`config.mk`:
```
export PLATFORM = sky130hd
export DESIGN_NAME = activity_scanner
export DESIGN_NICKNAME = d
export VERILOG_FILES = /design/src/rtl/activity_scanner.sv
export SDC_FILE = /design/constraint.sdc
export NUM_CORES = 1
export LEC_CHECK = 0
export ABC_CLOCK_PERIOD_IN_PS = 11300
export CAP_MARGIN = 10
export CORE_ASPECT_RATIO = 1.75
export CORE_MARGIN = 3
export CORE_UTILIZATION = 50
export DETAILED_ROUTE_END_ITERATION = 8
export GPL_TIMING_DRIVEN = 0
export HOLD_SLACK_MARGIN = 0.02
export PLACE_DENSITY = 0.68
export REMOVE_ABC_BUFFERS = 1
export SLEW_MARGIN = 20
export SYNTH_ARGS = -nofsm -noshare
export SYNTH_HDL_FRONTEND = slang
export SYNTH_SLANG_ARGS = --single-unit
```
`constraint.sdc`:
```
create_clock -name clk -period 11.3 [get_ports clk]
set_input_delay 3.39 -clock clk [delete_from_list [all_inputs] [get_ports clk]]
set_output_delay 3.39 -clock clk [all_outputs]
set_load 0.01 [all_outputs]
```
`src/rtl/activity_scanner.sv`:
```
// -----------------------------------------------------------------------------
// activity_scanner
//
// Double-buffered neuron activity bitmap. Marks made during a timestep go into
// the accumulate bank. scan_start swaps the banks, and the scan bank is then
// drained downstream as neuron IDs over valid/ready, highest ID first. Each ID
// is found by two 16->4 find-highest-set-bit encodes: first over the
// group-nonempty mask, then over the selected 16-bit word.
//
// Parameters:
//   NUM_GROUPS  number of 16-bit activity words (1..16); IDs 0..NUM_GROUPS*16-1
//
// Ports:
//   clk, reset_n   clock and asynchronous active-low reset
//   clear          synchronous flush of both banks and the FSM
//   set_valid      mark set_id in the accumulate bank (out-of-range IDs dropped)
//   set_id[7:0]    neuron ID to mark
//   scan_start     swap banks and scan; honoured only while idle
//   busy           high while scanning and during the done cycle
//   out_valid      out_id holds an active neuron ID
//   out_id[7:0]    {group[3:0], bit[3:0]}
//   out_ready      consumer accepts out_id
//   scan_done      one-cycle pulse at the end of a scan
//
// Optional build macro UCASPIAN_ACTIVITY_COUNT_EN adds:
//   scan_count[8:0]  handshakes in the current or most recent scan
//   set_overflow     sticky flag for an out-of-range set_id
// -----------------------------------------------------------------------------
module activity_scanner #(
  parameter int NUM_GROUPS = 16
) (
  input  logic       clk,
  input  logic       reset_n,
  input  logic       clear,
  input  logic       set_valid,
  input  logic [7:0] set_id,
  input  logic       scan_start,
  output logic       busy,
  output logic       out_valid,
  output logic [7:0] out_id,
  input  logic       out_ready,
  output logic       scan_done
`ifdef UCASPIAN_ACTIVITY_COUNT_EN
  ,
  output logic [8:0] scan_count,
  output logic       set_overflow
`endif
);

  localparam logic [8:0] NUM_IDS = 9'(NUM_GROUPS * 16);

  typedef enum logic [1:0] {S_IDLE, S_SCAN, S_DONE} state_e;

  // 16->4 find-set-bit priority encoder: index of the highest set bit.
  function automatic logic [3:0] find_msb16(input logic [15:0] vec);
    logic [3:0] idx;
    idx = '0;
    for (int i = 0; i < 16; i++) begin
      if (vec[i]) idx = 4'(i);
    end
    return idx;
  endfunction

  state_e                state_q, state_d;
  logic                  sel_q, sel_d;          // index of the accumulate bank
  logic [15:0]           word_q [2][NUM_GROUPS];
  logic [15:0]           word_d [2][NUM_GROUPS];
  logic [NUM_GROUPS-1:0] mask_q [2];
  logic [NUM_GROUPS-1:0] mask_d [2];

  logic        scan_bank;
  logic [15:0] scan_mask16;
  logic [15:0] scan_word;
  logic [3:0]  scan_grp;
  logic [3:0]  scan_bit;
  logic        scan_nonempty;
  logic        set_in_range;
  logic        accept;

  assign scan_bank     = ~sel_q;
  assign scan_nonempty = |mask_q[scan_bank];
  assign set_in_range  = {1'b0, set_id} < NUM_IDS;
  assign accept        = out_valid && out_ready && !clear;

  // Highest nonempty group, then highest set bit within that group's word.
  always_comb begin
    scan_mask16                 = '0;
    scan_mask16[NUM_GROUPS-1:0] = mask_q[scan_bank];
    scan_grp                    = find_msb16(scan_mask16);
    scan_word                   = '0;
    for (int g = 0; g < NUM_GROUPS; g++) begin
      if (4'(g) == scan_grp) scan_word = word_q[scan_bank][g];
    end
    scan_bit = find_msb16(scan_word);
  end

  // ---------------------------------------------------------------------------
  // FSM: state register / next-state / outputs
  // ---------------------------------------------------------------------------
  // NOTE: sequential state uses non-blocking assignments so every flop samples
  // the values from before the edge, independent of block ordering.
  always_ff @(posedge clk or negedge reset_n) begin
    if (!reset_n) begin
      state_q <= S_IDLE;
      sel_q   <= 1'b0;
    end else begin
      state_q <= state_d;
      sel_q   <= sel_d;
    end
  end

  always_comb begin
    // NOTE: every comb output gets a default first so no path infers a latch.
    state_d = state_q;
    sel_d   = sel_q;
    if (clear) begin
      state_d = S_IDLE;
    end else begin
      unique case (state_q)
        S_IDLE: if (scan_start) begin
          state_d = S_SCAN;
          sel_d   = ~sel_q;
        end
        S_SCAN: if (!scan_nonempty) state_d = S_DONE;
        S_DONE: state_d = S_IDLE;
        default: state_d = S_IDLE;
      endcase
    end
  end

  always_comb begin
    busy      = (state_q != S_IDLE);
    scan_done = (state_q == S_DONE);
    out_valid = (state_q == S_SCAN) && scan_nonempty;
    out_id    = out_valid ? {scan_grp, scan_bit} : 8'h00;
  end

  // ---------------------------------------------------------------------------
  // Bitmap banks. Sets target sel_d so a set accepted alongside scan_start
  // lands in the new accumulate bank. The scan bank only changes on handshake,
  // which keeps out_id stable while the consumer stalls.
  // ---------------------------------------------------------------------------
  always_comb begin
    word_d = word_q;
    mask_d = mask_q;
    if (clear) begin
      for (int b = 0; b < 2; b++) begin
        mask_d[b] = '0;
        for (int g = 0; g < NUM_GROUPS; g++) word_d[b][g] = '0;
      end
    end else begin
      if (set_valid && set_in_range) begin
        for (int g = 0; g < NUM_GROUPS; g++) begin
          if (4'(g) == set_id[7:4]) begin
            word_d[sel_d][g][set_id[3:0]] = 1'b1;
            mask_d[sel_d][g]              = 1'b1;
          end
        end
      end
      // Handshakes only occur in SCAN, where sel_d == sel_q, so this never
      // touches the bank written by the set path above.
      if (accept) begin
        for (int g = 0; g < NUM_GROUPS; g++) begin
          if (4'(g) == scan_grp) begin
            word_d[scan_bank][g][scan_bit] = 1'b0;
            mask_d[scan_bank][g]           = |word_d[scan_bank][g];
          end
        end
      end
    end
  end

  // NOTE: the banks are reset explicitly: an idle scan bank must read empty,
  // so the bitmap cannot be left as uninitialised RAM.
  always_ff @(posedge clk or negedge reset_n) begin
    if (!reset_n) begin
      for (int b = 0; b < 2; b++) begin
        mask_q[b] <= '0;
        for (int g = 0; g < NUM_GROUPS; g++) word_q[b][g] <= '0;
      end
    end else begin
      word_q <= word_d;
      mask_q <= mask_d;
    end
  end

`ifdef UCASPIAN_ACTIVITY_COUNT_EN
  logic [8:0] count_q, count_d;
  logic       ovf_q, ovf_d;

  always_comb begin
    count_d = count_q;
    ovf_d   = ovf_q;
    if (clear) begin
      count_d = '0;
      ovf_d   = 1'b0;
    end else begin
      if (state_q == S_IDLE && scan_start) count_d = '0;
      else if (accept)                     count_d = count_q + 9'd1;
      if (set_valid && !set_in_range)      ovf_d   = 1'b1;
    end
  end

  always_ff @(posedge clk or negedge reset_n) begin
    if (!reset_n) begin
      count_q <= '0;
      ovf_q   <= 1'b0;
    end else begin
      count_q <= count_d;
      ovf_q   <= ovf_d;
    end
  end

  assign scan_count   = count_q;
  assign set_overflow = ovf_q;
`endif

endmodule

```
== After elaboration in Yosys (flattened, before gate mapping) ==
Index checks and enable logic that the tools add are counted.

* Bits in latches: 0
* Input bits: 14
* RAM bits: 0
* Register bits: 547
* Output and inout bits: 11
* Logic and storage cells: 623
* Memories kept: 0
* Bits in read-only memories: 0

* $lt $le $gt $ge: 8
* Multiplexer cells: 448
* Add/subtract/negate cells: 0
* Multipliers: 0
* Shifts and indexed selects: 0
* Reductions and logical operators: 30
* Div/mod/pow operators: 0
* Equality and inequality tests: 34
* Bitwise operators: 67

{| class="wikitable"
|+ Operator list
! cell !! count
|-
| $mux W512 || 96
|-
| $and A512 B512 Y512 || 16
|-
| $demux W256 S1 || 32
|-
| $not A512 Y512 || 16
|-
| $or A512 B512 Y512 || 16
|-
| $mux W32 || 101
|-
| $mux W256 || 8
|-
| $mux W240 || 5
|-
| $mux W224 || 5
|-
| $mux W208 || 5
|-
| $mux W192 || 5
|-
| $mux W176 || 5
|-
| $mux W160 || 5
|-
| $mux W144 || 5
|-
| $mux W128 || 5
|-
| $mux W112 || 5
|-
| $bwmux W32 || 16
|-
| $demux W16 S1 || 32
|-
| $or A32 B32 Y32 || 16
|-
| $mux W96 || 5
|-
| $mux W16 || 26
|-
| $mux W80 || 5
|-
| $mux W64 || 5
|-
| $reduce_or A16 Y1 || 17
|-
| 37 further kinds || 135
|}

== Longest topological paths before layout ==
* Depth in word-level cells: 142
* Depth in mapped cells: 27

== Least setup slack after synthesis ==
No wires, ideal clock.

* Kind: register to output
* From: register sel_q
* To: output port out_id[0]
* Buffers on the path: 11
* Path slack: 3579 ps
* Arrival time: 4331 ps
* Stages on the path, launching flop included: 20
* Data required time: 7910 ps
* Cells stage by stage: dfrtp_1 > buf_4 > buf_4 > buf_4 > buf_4 > buf_6 > buf_2 > buf_2 > buf_2 > buf_4 > mux2i_1 > nor2_1 > a2111oi_0 > nor3b_2 > nand3_1 > o21ai_1 > a211o_1 > clkbuf_1 > clkbuf_1 > a21oi_1

* Cells in the longest elaborated chain, start to end: 53
* Elaborated cells between the ends (all ways): 73

{| class="wikitable"
|+ Ends and longest elaborated chain
! what !! RTL line !! source
|-
| start: declaration || 65 || <nowiki>logic sel_q, sel_d;</nowiki>
|-
| start signal: assignment || 108 || <nowiki>sel_q <= sel_d;</nowiki>
|-
| $not A1 Y1 (*) || 80 || <nowiki>assign scan_bank = ~sel_q;</nowiki>
|-
| $not A1 Y2 (implied by the code) (*) || 81, 88, 92 ||
|-
| $mux W16 (implied by the code) (3 in series) || 81, 88 ||
|-
| $mux W1 || 59 || <nowiki>if (vec[i]) idx = 4'(i);</nowiki>
|-
| $mux W2 (2 in series) || 59 ||
|-
| $mux W4 (12 in series) || 59 ||
|-
| $logic_not A4 Y1 || 92 || <nowiki>if (4'(g) == scan_grp) scan_word = word_q[scan_bank][g];</nowiki>
|-
| $mux W16 (16 in series) || 92 ||
|-
| $mux W1 || 59 ||
|-
| $mux W4 (14 in series) || 59 ||
|-
| $mux W8 (*) || 135 || <nowiki>out_id = out_valid ? {scan_grp, scan_bit} : 8'h00;</nowiki>
|-
| end: declaration || 40 || <nowiki>output logic [7:0] out_id,</nowiki>
|}

Every way passes the cells marked *; elsewhere a longest branch is shown, timed or not. The select of a mux whose other input is x is not followed.

== Worst setup path after layout ==
Same ends and word-level chain as after synthesis.

==> impl_metrics.py <==
metrics = {
    "drt": {
        "routed_wl_um": 164700,
        "num_vias": 34140,
        "first_pass_iters": 9,
        "drt_iter0_drc": 6483,
        "ant_nets": 0,
        "wl_per_cell_um": 39.02,
        "route.detailed.drc": 0,
        "viasPerCell": 8.087,
    },
    "place": {
        "dp_cells": 4120,
        "port-buffer-count": 24,
        "dpl.hpwl_um": 115700,
        "place.gp.congestion": 1.100,
    },
    "worst_hold_path": {
        "whs_endpoint": "state_q[0]",
        "hold_depth": 3,
        "hp-class": "reg -> reg",
        "hp-start": "state_q[0]",
    },
    "timing": {
        "setup_violations": 1,
        "worstMarginPinSlew_ns": 1.241,
        "max_slew_margin": 0.1595,
        "layout_setup_ws_ns": -0.1386,
        "rsz0062_at_grt": "no",
        "maxSlewViolCount": 0,
        "max_clock_freq_mhz": 87.42,
        "finalCriticalPeriod_ns": 11.44,
        "fin_crit_sh": 1.012,
        "hold_viol": 0,
        "skew_ns": 0.02668,
    },
    "finish": {
        "final_cells": 4222,
        "utilization": 0.5825,
        "drive_gt1_frac": 0.1454,
        "fin_nets": 3383,
        "area_growth_pct": 14.78,
    },
    "critical_path": {
        "regToRegEndpoint": "mask_q[22]",
        "critPathKind": "reg -> out",
        "critPathRequiredTime_ns": 7.91,
        "cp_max_fo": 57,
        "arrival_ns": 8.05,
        "cp_slowest_cell": "o311ai_1",
        "r2r_slack_ns": 0.96,
        "end_kind": "output port",
        "slowest_delay_ns": 1.13,
        "r2r_cells": 21,
        "start_kind": "flop",
        "crit_chain": "buf_16, buf_16, nor2b_1, a222oi_1, a2111o_2, o311ai_1, o21ai_1, a31oi_4, nand2b_1, nor2b_1, a21oi_2, clkdlybuf4s50_1",
        "r2r-start": "sel_q",
    },
    "grt": {
        "groute.usage.overall": 0.4765,
        "antenna_found_initial": 4,
        "grt_max_degree": 123,
        "gr-total-overflow": 0,
        "grt_first_pass_wirelength_um": 232600,
        "grt_pass1_vias": 32790,
    },
    "clock_tree": {
        "cts-htree-levels": 2,
        "postCtsHoldBufs": 0,
        "clk_latency_ns": 0.65,
        "cts_tree": "done",
        "path_clk_slew_ns": 0.07,
        "cts_buffers": 52,
        "clockBufferDepth": 3,
        "clock-root-buffer": "clkbuf_16",
        "numClockSinks": 547,
    },
    "pwr": {
        "vdd_drop_max_v": 0.0004114,
        "combPwrFrac": 0.633,
        "switchingPower_mw": 5.889,
        "pwr-share-seq": 0.185,
        "p_per_area_nw_per_um2": 292.9,
        "power_frac_clock": 0.183,
        "cellLeakagePower_nw": 14.38,
        "p_int_mw": 4.945,
        "swShare": 0.5436,
    },
    "die": {
        "die_h_um": 341.8,
        "die_w_um": 197.9,
        "design.die.area_um2": 67650,
        "io_pins": 25,
        "fp-row-count": 122,
        "core_um2": 63500,
        "start_util": 0.5075,
    },
    "run": {
        "cap_violations": 0,
    },
    "yosys": {
        "yosysWarnings": 0,
        "yosysTopAreaCell": "dfrtp_1",
        "synth-async-reset-ratio": 1.000,
        "synth_flop_cell": "dfrtp_1",
        "ys_top_cells_by_area": "dfrtp_1 42%, a211oi_1 13%, a21oi_1 10%",
        "synth_enable_flop_cells": 0,
        "syn_avg_cell_area_um2": 9.181,
        "netlist_area_um2": 32230,
        "synth_cell_type_count": 99,
        "synthCells": 3510,
        "yosys.area.top_type_share": 0.4248,
        "ys_seq_area_frac": 0.4248,
        "ys_ff_latch": 547,
    },
    "run_status": {
        "outcome": "finished, violations left",
        "failed_checks": "negative setup slack",
    },
}
==> power by group through the flow <==
| stage | logic [mW] | registers [mW] | clock network [mW] |
|---|---|---|---|
| 3_5_place_dp | 6.35 | 2.04 | 0 |
| 6_report | 6.86 | 2.00 | 1.98 |
| 2_1_floorplan | 3.09 | 2.20 | 0 |
| 3_3_place_gp | 5.26 | 2.26 | 0 |
| 4_1_cts | 6.40 | 2.01 | 1.97 |
| 5_1_grt | 6.80 | 2.00 | 2.04 |
==> repair_timing <==
item                                   4_1_cts  5_1_grt
endpoints found under the hold margin        0        0
gates resized for setup                     14        4
cloned                                       0        0
setup endpoints to repair                    1        2
buffers inserted                             0        1
==> logic make-up (layout without fill, tap and decap cells) <==
logic type / count (synthesis) / after routing / synth area share
mux: 262 / 262 / 0.08394
flops: 547 / 547 / 0.4248
buf+inv: 384 / 285 / 0.05028
xor+xnor: 1 / 1 / 0.0002718
compound gates: 1671 / 1671 / 0.3414
other cells: 0 / 5 / 0
simple gates: 645 / 645 / 0.09936
==> metal layers <==
metal | part of all wire | GRT usage | vias up
met5 | 0.00090 | 0 | -
met4 | 0.12 | 0.4365 | 6
met3 | 0.13 | 0.1618 | 984
met2 | 0.42 | 0.6807 | 3051
met1 | 0.33 | 0.5586 | 16720
li1 | - | - | 13380
==> worst max path at each step <==
| stage | startpoint | endpoint |
|---|---|---|
| after floorplan | sel_q | out_id[2] |
| after global placement | sel_q | mask_q[17] |
| after detailed placement | sel_q | out_id[0] |
| after CTS | sel_q | out_id[0] |
| after global routing | sel_q | out_id[0] |
| final | sel_q | out_id[0] |
==> layout by cell type (no fill, tap or decap), drive strengths merged, types with 9 or more instances in the layout <==
| cell type | count |
|---|---|
| nor4 | 35 |
| o2111ai | 11 |
| o22a | 14 |
| a2111oi | 15 |
| or2 | 15 |
| clkbuf | 72 |
| o221a | 20 |
| o221ai | 56 |
| or3 | 19 |
| and2 | 17 |
| dfrtp | 547 |
| a21o | 14 |
| nor2b | 19 |
| nor2 | 282 |
| mux2i | 205 |
| clkdlybuf4s50 | 22 |
| nor3 | 66 |
| o21ai | 74 |
| a31oi | 22 |
| o211ai | 20 |
| inv | 16 |
| nand2 | 70 |
| a21oi | 657 |
| clkinv | 9 |
| buf | 151 |
| o31ai | 17 |
| or4 | 19 |
| mux2 | 56 |
| o22ai | 88 |
| a211oi | 561 |
| a22oi | 15 |
| nand3 | 31 |
| nand2b | 20 |
| nand4 | 13 |
| nor3b | 10 |
==> state kept, by name, summed over array words and instances (netlist names) <==
signal,flops
state_q,2
word_q,512
mask_q,32
sel_q,1
==> layout make-up <==
cell class | instances | area [um2]
Clock buffer | 72 | 1538
Fill cell | 5539 | 26510
Tap cell | 806 | 1008
Antenna cell | 5 | 12.51
Sequential cell | 547 | 13690
Clock inverter | 24 | 345.3
Timing Repair Buffer | 174 | 2701
Multi-Input combinational cell | 2579 | 17630
Inverter | 15 | 58.81
==> Yosys cell counts, drive strengths merged, types with 14 or more instances <==
cell	instances
inv	15
a22oi	15
o22ai	88
o221a	20
nor2	282
a21oi	657
o31ai	17
a211oi	561
o211ai	20
o221ai	56
nand3	31
dfrtp	547
clkbuf	260
nor3	66
o21ai	74
nand2b	20
or3	19
nor4	35
and2	17
mux2	56
a2111oi	15
or2	15
buf	109
nand2	70
mux2i	205
a31oi	22
or4	19
o22a	14
nor2b	19
a21o	14
==> critical path, delay by kind of cell (launching register included) <==
kind / cells / cell delay [ns]
buffers and inverters: 3 / 1.20
DFF: 1 / 0.71
and+or+nand+nor: 3 / 1.60
AOI/OAI and AO/OA: 6 / 3.76
==> through the flow <==
| step | setup WS (ns) | hold WS [ns] | cell area [um2] | TNS (ns) | total power [mW] |
|---|---|---|---|---|---|
| after floorplan | -9.559 | 0.5204 | 30660 | -3891.27 | 5.292 |
| after global placement | -27.80 | 0.5434 | 31910 | - | 7.521 |
| after detailed placement | 0.2482 | 0.5646 | 34970 | 0 | 8.399 |
| after CTS | 0.002422 | 0.5733 | 36910 | 0 | 10.38 |
| after global routing | 0.04017 | 0.6309 | 36980 | 0 | 10.84 |
| final | -0.1386 | 0.5810 | 36990 | -0.1386 | 10.83 |
Power figures use the tool's default switching activity.
